<file path="src/rtl/morse_encoder_if.sv">
// rtl/morse_encoder_if.sv - character-in / Morse-symbol-out bundle for morse_encoder
interface morse_encoder_if;
   logic [7:0] charIn;
   logic       charValid;
   logic       charReady;
   logic [1:0] symbolOut;
   logic       busy;
   logic       done;
   logic       badChar;

   modport master (
      output charIn, charValid,
      input  charReady, symbolOut, busy, done, badChar
   );

   modport slave (
      input  charIn, charValid,
      output charReady, symbolOut, busy, done, badChar
   );
endinterface

</file>
<file path="src/rtl/morse_encoder.sv">
// rtl/morse_encoder.sv - ASCII to Morse symbol encoder with character FIFO
// Symbol codes on symbolOut: 00 idle, 01 dot, 10 dash, 11 letter/word space.
module morse_encoder #(
   parameter int FIFO_DEPTH    = 4,
   parameter int SYMBOL_CYCLES = 1
) (
   input logic            clk,
   input logic            reset,
   morse_encoder_if.slave bus
);
   localparam int PW = (FIFO_DEPTH > 1) ? $clog2(FIFO_DEPTH) : 1;
   localparam int CW = $clog2(FIFO_DEPTH) + 1;
   localparam int HW = (SYMBOL_CYCLES > 1) ? $clog2(SYMBOL_CYCLES) : 1;
   localparam logic [HW-1:0] HOLD_LAST = HW'(SYMBOL_CYCLES - 1);
   localparam logic [CW-1:0] DEPTH_C   = CW'(FIFO_DEPTH);

   typedef enum logic [1:0] {IDLE, LOAD, SYM, GAP} state_t;

   logic [7:0]    mem [FIFO_DEPTH];
   logic [PW-1:0] wr_ptr, rd_ptr;
   logic [CW-1:0] count, count_nxt;
   logic          push, pop;

   state_t        state, state_nxt;
   logic [2:0]    code_len, len_nxt;
   logic [4:0]    code_pat, pat_nxt;
   logic          code_bad, bad_nxt;
   logic [2:0]    idx, idx_nxt;
   logic [HW-1:0] hold, hold_nxt;

   logic [1:0]    sym_q, sym_d;
   logic          busy_q, busy_d;
   logic          done_q, done_d;
   logic          badc_q, badc_d;
   logic [8:0]    head_code;

   // Returns {invalid, len, pattern}; pattern is left-aligned so bit 4 is the first symbol.
   function automatic logic [8:0] lookup(input logic [7:0] c);
      logic [7:0] u;
      logic [3:0] d;
      logic [8:0] r;
      u = (c >= 8'h61 && c <= 8'h7a) ? c - 8'h20 : c;
      d = 4'd0;
      r = {1'b1, 3'd0, 5'b00000};
      if (u >= 8'h30 && u <= 8'h39) begin
         d = 4'(u - 8'h30);
         r = {1'b0, 3'd5, (d <= 4'd5) ? (5'b11111 >> d) : ~(5'b11111 >> (d - 4'd5))};
      end else begin
         case (u)
            8'h20: r = {1'b0, 3'd0, 5'b00000};
            "A":   r = {1'b0, 3'd2, 5'b01000};
            "B":   r = {1'b0, 3'd4, 5'b10000};
            "C":   r = {1'b0, 3'd4, 5'b10100};
            "D":   r = {1'b0, 3'd3, 5'b10000};
            "E":   r = {1'b0, 3'd1, 5'b00000};
            "F":   r = {1'b0, 3'd4, 5'b00100};
            "G":   r = {1'b0, 3'd3, 5'b11000};
            "H":   r = {1'b0, 3'd4, 5'b00000};
            "I":   r = {1'b0, 3'd2, 5'b00000};
            "J":   r = {1'b0, 3'd4, 5'b01110};
            "K":   r = {1'b0, 3'd3, 5'b10100};
            "L":   r = {1'b0, 3'd4, 5'b01000};
            "M":   r = {1'b0, 3'd2, 5'b11000};
            "N":   r = {1'b0, 3'd2, 5'b10000};
            "O":   r = {1'b0, 3'd3, 5'b11100};
            "P":   r = {1'b0, 3'd4, 5'b01100};
            "Q":   r = {1'b0, 3'd4, 5'b11010};
            "R":   r = {1'b0, 3'd3, 5'b01000};
            "S":   r = {1'b0, 3'd3, 5'b00000};
            "T":   r = {1'b0, 3'd1, 5'b10000};
            "U":   r = {1'b0, 3'd3, 5'b00100};
            "V":   r = {1'b0, 3'd4, 5'b00010};
            "W":   r = {1'b0, 3'd3, 5'b01100};
            "X":   r = {1'b0, 3'd4, 5'b10010};
            "Y":   r = {1'b0, 3'd4, 5'b10110};
            "Z":   r = {1'b0, 3'd4, 5'b11000};
            default: r = {1'b1, 3'd0, 5'b00000};
         endcase
      end
      return r;
   endfunction

   // Full FIFO never accepts, even when a pop happens in the same cycle.
   assign push          = bus.charValid && (count < DEPTH_C);
   assign bus.charReady = (count < DEPTH_C);
   assign head_code     = lookup(mem[rd_ptr]);
   assign count_nxt     = count + CW'(push) - CW'(pop);

   always_ff @(posedge clk) begin
      if (push)
         mem[wr_ptr] <= bus.charIn;
   end

   always_ff @(posedge clk or negedge reset) begin
      if (!reset) begin
         wr_ptr <= '0;
         rd_ptr <= '0;
         count  <= '0;
      end else begin
         if (push)
            wr_ptr <= wr_ptr + 1'b1;
         if (pop)
            rd_ptr <= rd_ptr + 1'b1;
         count <= count_nxt;
      end
   end

   always_ff @(posedge clk or negedge reset) begin
      if (!reset) begin
         state    <= IDLE;
         code_len <= '0;
         code_pat <= '0;
         code_bad <= 1'b0;
         idx      <= '0;
         hold     <= '0;
         sym_q    <= 2'b00;
         busy_q   <= 1'b0;
         done_q   <= 1'b0;
         badc_q   <= 1'b0;
      end else begin
         state    <= state_nxt;
         code_len <= len_nxt;
         code_pat <= pat_nxt;
         code_bad <= bad_nxt;
         idx      <= idx_nxt;
         hold     <= hold_nxt;
         sym_q    <= sym_d;
         busy_q   <= busy_d;
         done_q   <= done_d;
         badc_q   <= badc_d;
      end
   end

   // Every transition into LOAD pops the FIFO head into the code registers.
   always_comb begin
      state_nxt = state;
      idx_nxt   = idx;
      hold_nxt  = hold;
      len_nxt   = code_len;
      pat_nxt   = code_pat;
      bad_nxt   = code_bad;
      pop       = 1'b0;
      case (state)
         IDLE: begin
            if (count != '0) begin
               pop       = 1'b1;
               state_nxt = LOAD;
            end
         end
         LOAD: begin
            hold_nxt = '0;
            idx_nxt  = '0;
            if (code_bad) begin
               if (count != '0) begin
                  pop       = 1'b1;
                  state_nxt = LOAD;
               end else begin
                  state_nxt = IDLE;
               end
            end else if (code_len == 3'd0) begin
               state_nxt = GAP;
            end else begin
               state_nxt = SYM;
            end
         end
         SYM: begin
            if (hold == HOLD_LAST) begin
               hold_nxt = '0;
               if (idx == code_len - 3'd1) begin
                  state_nxt = GAP;
               end else begin
                  idx_nxt = idx + 3'd1;
                  pat_nxt = {code_pat[3:0], 1'b0};
               end
            end else begin
               hold_nxt = hold + 1'b1;
            end
         end
         GAP: begin
            if (hold == HOLD_LAST) begin
               hold_nxt = '0;
               if (count != '0) begin
                  pop       = 1'b1;
                  state_nxt = LOAD;
               end else begin
                  state_nxt = IDLE;
               end
            end else begin
               hold_nxt = hold + 1'b1;
            end
         end
         default: state_nxt = IDLE;
      endcase
      if (pop)
         {bad_nxt, len_nxt, pat_nxt} = head_code;
   end

   // Outputs are computed from the next state so the registered copies line up with it.
   always_comb begin
      case (state_nxt)
         SYM:     sym_d = pat_nxt[4] ? 2'b10 : 2'b01;
         GAP:     sym_d = 2'b11;
         default: sym_d = 2'b00;
      endcase
      busy_d = (count_nxt != '0) || (state_nxt != IDLE);
      done_d = (state == GAP) && (state_nxt == IDLE);
      badc_d = pop && head_code[8];
   end

   assign bus.symbolOut = sym_q;
   assign bus.busy      = busy_q;
   assign bus.done      = done_q;
   assign bus.badChar   = badc_q;
endmodule

</file>
<file path="src/flat_wrapper.sv">
// flat-port wrapper written by rule: the top's interface ports become plain ports
module morse_encoder_flat 
#(
   parameter int FIFO_DEPTH    = 4,
   parameter int SYMBOL_CYCLES = 1
)
  (clk, reset, bus_charIn, bus_charValid, bus_charReady, bus_symbolOut, bus_busy, bus_done, bus_badChar);
  morse_encoder_if bus_i ();
  input logic clk;
  input logic reset;
  input wire logic [$bits(bus_i.charIn)-1:0] bus_charIn;
  input wire logic [$bits(bus_i.charValid)-1:0] bus_charValid;
  output wire logic [$bits(bus_i.charReady)-1:0] bus_charReady;
  output wire logic [$bits(bus_i.symbolOut)-1:0] bus_symbolOut;
  output wire logic [$bits(bus_i.busy)-1:0] bus_busy;
  output wire logic [$bits(bus_i.done)-1:0] bus_done;
  output wire logic [$bits(bus_i.badChar)-1:0] bus_badChar;
  assign bus_i.charIn = bus_charIn;
  assign bus_i.charValid = bus_charValid;
  assign bus_charReady = bus_i.charReady;
  assign bus_symbolOut = bus_i.symbolOut;
  assign bus_busy = bus_i.busy;
  assign bus_done = bus_i.done;
  assign bus_badChar = bus_i.badChar;
  morse_encoder #(.FIFO_DEPTH(FIFO_DEPTH), .SYMBOL_CYCLES(SYMBOL_CYCLES)) u_core (.clk(clk), .reset(reset), .bus(bus_i));
endmodule
</file>
<file path="config.mk">
export PLATFORM = sky130hd
export DESIGN_NAME = morse_encoder_flat
export DESIGN_NICKNAME = d
export VERILOG_FILES = /design/src/rtl/morse_encoder_if.sv /design/src/rtl/morse_encoder.sv /design/src/flat_wrapper.sv
export SDC_FILE = /design/constraint.sdc
export NUM_CORES = 1
export LEC_CHECK = 0
export ABC_AREA = 1
export CAP_MARGIN = 10
export CORE_ASPECT_RATIO = 1.1
export CORE_MARGIN = 2
export CORE_UTILIZATION = 35
export DETAILED_ROUTE_END_ITERATION = 6
export MAX_ROUTING_LAYER = met4
export PLACE_DENSITY = 0.51
export SYNTH_ARGS = -nofsm -noshare
export SYNTH_HDL_FRONTEND = slang
export SYNTH_SLANG_ARGS = --single-unit
</file>
<file path="constraint.sdc">
create_clock -name clk -period 2.5 [get_ports clk]
set_input_delay 0.375 -clock clk [delete_from_list [all_inputs] [get_ports clk]]
set_output_delay 0.375 -clock clk [all_outputs]
set_load 0.1 [all_outputs]
</file>
==> summary.md <==
| Metric | Value |
|---|---|
| #FFs+latches synth | 58 |
| R2R setup slack | 0.04 ns |
| Drt initial violations | 133 |
| Post-synthesis cell type count | 40 |
| Clk buf depth | 2 |
| Crit end category | flop |
| Hold buffer count at CTS | 0 |
| Area leader, netlist | edfxtp_1 |
| Initial Utilization | 35.95% |
| Hpwl dp | roughly 5700 um |
| Post-DR wirelength/cell | 13.59 um |
| Reg2Reg Depth | 14 |
| Final setup viols | 0 |
| Cell breakdown of the critical path | inv_2, nor2_4, nand2_2, o21ai_4, nor2_2, ha_1, inv_1, ha_2, inv_2, fa_2, xnor2_2, xor2_1, nor3_1, nand4_1 |
| Yosys warning total | 0 |
| Synthesis-to-layout area growth | 27.09% |
| Max Clk Rate | 407.0 MHz |
| Slowest stage delay, CP | 0.39 ns |
| Root Driver | clkbuf_8 |
| Num rows | 38 |
| Core area | 9842 um^2 |
| Status | finished clean |
| Crit path time final | 2.457 ns |
| Hold Crit Class | in2async |
| Seq/Total Area, Yosys | 45.54% |
| Ports | 17 |
| Routed vias | 2887 |
| # clock sinks | 58 |
| Layout fillers | 929 |
| Final std cells w/o fill | 590 |
| Routability cong. | approximately 0.87 |
| Die X | 99.87 um |
| Worst Tran Pin Value | 0.5091 ns |
| Worst Clk Skew | roughly 0.013 ns |
| WP depth | 14 |
| Startpoint class of the critical path | flop |
| Worst-path maximum fanout | 3 |
| Worst skew pair latency | about 0.34 ns |
| Die ar. | 10930 um^2 |
| Via-per-instance ratio | 4.893 |
| Detailed Route WL | 8021 um |
| Synth Area in Adders | ~8.0% |
| Clock-pin slew on the worst setup and hold paths | about 0.070 ns |
| Most used cell along the critical path | inv_2 |
| Slowest CP cell | dfrtp_1 |
| Layout Nets | 498 |
| Die height | 109.5 um |
| Post-Syn Nets | 438 |
| Top-area cell type share of the netlist area | 27.16% |
| Slew HR | about two thirds |
| Post-placement setup slack | -0.01154 ns |
| Xor and xnor fraction of the mapped netlist area | 1.733% |
| RSZ-0062 raised after global routing | yes |
| DR DRC count | 0 |
| ANT cells | 0 |
| Critical path arrival | about 2.7 ns |
| Global-route wire length before repair | 12720 um |
| Detail Route Antenna Nets | 0 |
| PnR worst setup slack | 0.04293 ns |
| Vias in the first global route | 2789 |
| Share of layout cells above drive strength 1 | just under 30% |
| Mean post-synth cell area | 8.737 um^2 |
| Buf/Inv on CP | 3 |
| Worst r2r dst | u_core.bus.busy$_DFF_PN0_ |
| I/O Buffers | 16 |
| Setup crit end | u_core.bus.busy$_DFF_PN0_ |
| CP Launch Point | u_core.state[0]$_DFF_PN0_ |
| Depth of the CTS H-tree | 3 |
| Compound-Gate Fraction of Synth Area | 7.815% |
| Mux cell area share after synthesis | 0% |
| Worst reg2reg path startpoint | u_core.state[0]$_DFF_PN0_ |
| Pin count of the biggest net entering global routing | 27 |
| Largest family of logic cells by synthesized area | simple AND/OR/NAND/NOR gates |
| Final period utilization | 98.28% |
| Placed Cells | roughly 550 |
| Num CTS Buffers | 9 |
| Req. time, crit path | 2.70 ns |
| Global-route total usage across every layer | between 10% and 20% |
| Max-cap viol count | 0 |
| Max Slew Vio Count | 0 |
| Fin. Hold Viols | 0 |
| Mapped Cells | 405 |
| Synth Area in Simple Gates | 29.00% |
| Class of the most critical setup path | reg2reg |
| Synth top area cells | edfxtp_1 27%, dfrtp_1 18%, nand2_1 11% |
| Initial antenna violation count | 0 |
| Drt first pass iters | 4 |
| Crit path max-delay family | adder cells |
| TritonCTS clock tree | built |
| Mapped Area | 3538 um^2 |
| Total gr overflow | 0 |
-- routing by layer --
layer / global-route usage (%) / vias up / share of wire [%]
li1: - / 1456 / -
met1: 17.53 / 1356 / 44
met2: 25.00 / 57 / 50
met3: 3.878 / 18 / 3.5
met4: 7.926 / 0 / 2.6
met5: - / - / 0
-- registers in the layout, indices dropped and copies added (netlist names), 2 cells and up --
signal,cells
u_core.bus.symbolOut,2
u_core.mem,32
u_core.state,2
u_core.rd_ptr,2
u_core.code_pat,5
u_core.count,3
u_core.code_len,3
u_core.wr_ptr,2
u_core.idx,3
-- worst reg2reg max path, cell delays in order (launching register included) --
cell and delay [ns]:
dfrtp_1 0.39, inv_2 0.07, nor2_4 0.12, nand2_2 0.07
o21ai_4 0.08, nor2_2 0.07, ha_1 0.27, inv_1 0.06
ha_2 0.17, inv_2 0.04, fa_2 0.36, xnor2_2 0.14
xor2_1 0.17, nor3_1 0.19, nand4_1 0.11
-- worst min-delay path by stage --
stage                                               from                                end  slack, ns  depth (start not counted)
final                                              reset          u_core.idx[1]$_DFFE_PN0P_       0.40                          2
after floorplan                                    reset       u_core.bus.badChar$_DFF_PN0_       0.08                          0
after global routing                               reset  u_core.bus.symbolOut[1]$_DFF_PN0_       0.42                          2
after global placement    u_core.code_pat[0]$_DFFE_PN0P_     u_core.code_pat[0]$_DFFE_PN0P_       0.47                          2
after CTS                                          reset  u_core.bus.symbolOut[1]$_DFF_PN0_       0.39                          2
after detailed placement       u_core.idx[2]$_DFFE_PN0P_          u_core.idx[2]$_DFFE_PN0P_       0.48                          1
-- cell usage in the layout, fill, tap and decap left out, drive strengths merged --
master,n
ha,21
o211ai,5
xor2,6
clkdlybuf4s50,10
a31oi,1
a22oi,3
nand2,124
nand3,39
bufinv,1
o21bai,1
clkinvlp,1
o311ai,1
clkinv,3
o22ai,3
xnor2,1
nor3,4
a21oi,6
o31ai,1
clkbuf,15
o221ai,1
buf,47
nor2,46
inv,45
dfrtp,26
nand4,5
o21ai,21
edfxtp,32
fa,1
-- cells by family (layout without fill, tap and decap cells) --
group | Yosys count | in the layout
compound gates | 43 | 43
xor+xnor | 7 | 7
fa+ha+maj | 22 | 22
buf+inv | 57 | 122
flops | 58 | 58
simple gates | 218 | 218
-- final cells by class --
type,count,area [um^2],share of cell area (%)
clock buffers,13,181.4,4.035
multi-input cells,290,1789,39.79
repair buffers,59,526.8,11.71
clock inverters,3,41.29,0.9182
flip-flops and latches,58,1613,35.87
well taps,120,150.1,3.339
inverters,47,195.2,4.341
-- timing repair --
item,CTS,global route
resized for setup,0,44
setup buffers,1,18
setup endpoints to repair,1,10
gates cloned,0,2
pin swaps,0,20
-- synth_stat cells --
cell type and count:
a21oi_1 4, a21oi_2 1, a21oi_4 1, a22oi_1 3
a31oi_1 1, buf_4 6, buf_6 3, buf_8 1
clkinv_1 1, dfrtp_1 26, edfxtp_1 32, fa_1 1
ha_1 21, inv_1 40, inv_2 4, inv_4 1
inv_8 1, nand2_1 104, nand2_2 18, nand2_4 2
nand3_1 32, nand3_2 7, nand4_1 4, nand4_2 1
nor2_1 38, nor2_2 5, nor2_4 3, nor3_1 3
nor3_2 1, o211ai_1 4, o211ai_2 1, o21ai_0 17
o21ai_1 4, o21bai_2 1, o221ai_1 1, o22ai_1 3
o311ai_0 1, o31ai_1 1, xnor2_1 1, xor2_1 6
-- per-stage QoR --
| step | utilization (%) | setup TNS, ns | hold WS [ns] | cell area (um^2) |
|---|---|---|---|---|
| after floorplan | - | 0 | 0.07941 | 3542 |
| after global routing | 45.69 | -0.1752 | 0.4244 | 4497 |
| final | 45.69 | 0 | 0.3982 | 4497 |
| after global placement | 39.84 | 0 | 0.4718 | 3921 |
| after detailed placement | 39.84 | -0.01154 | 0.4772 | 3921 |
| after CTS | 42.18 | 0 | 0.3878 | 4151 |
Power is left out: the tool's default activity adds up to more than one toggle a clock period on the data nets, which glitch-free logic cannot reach.
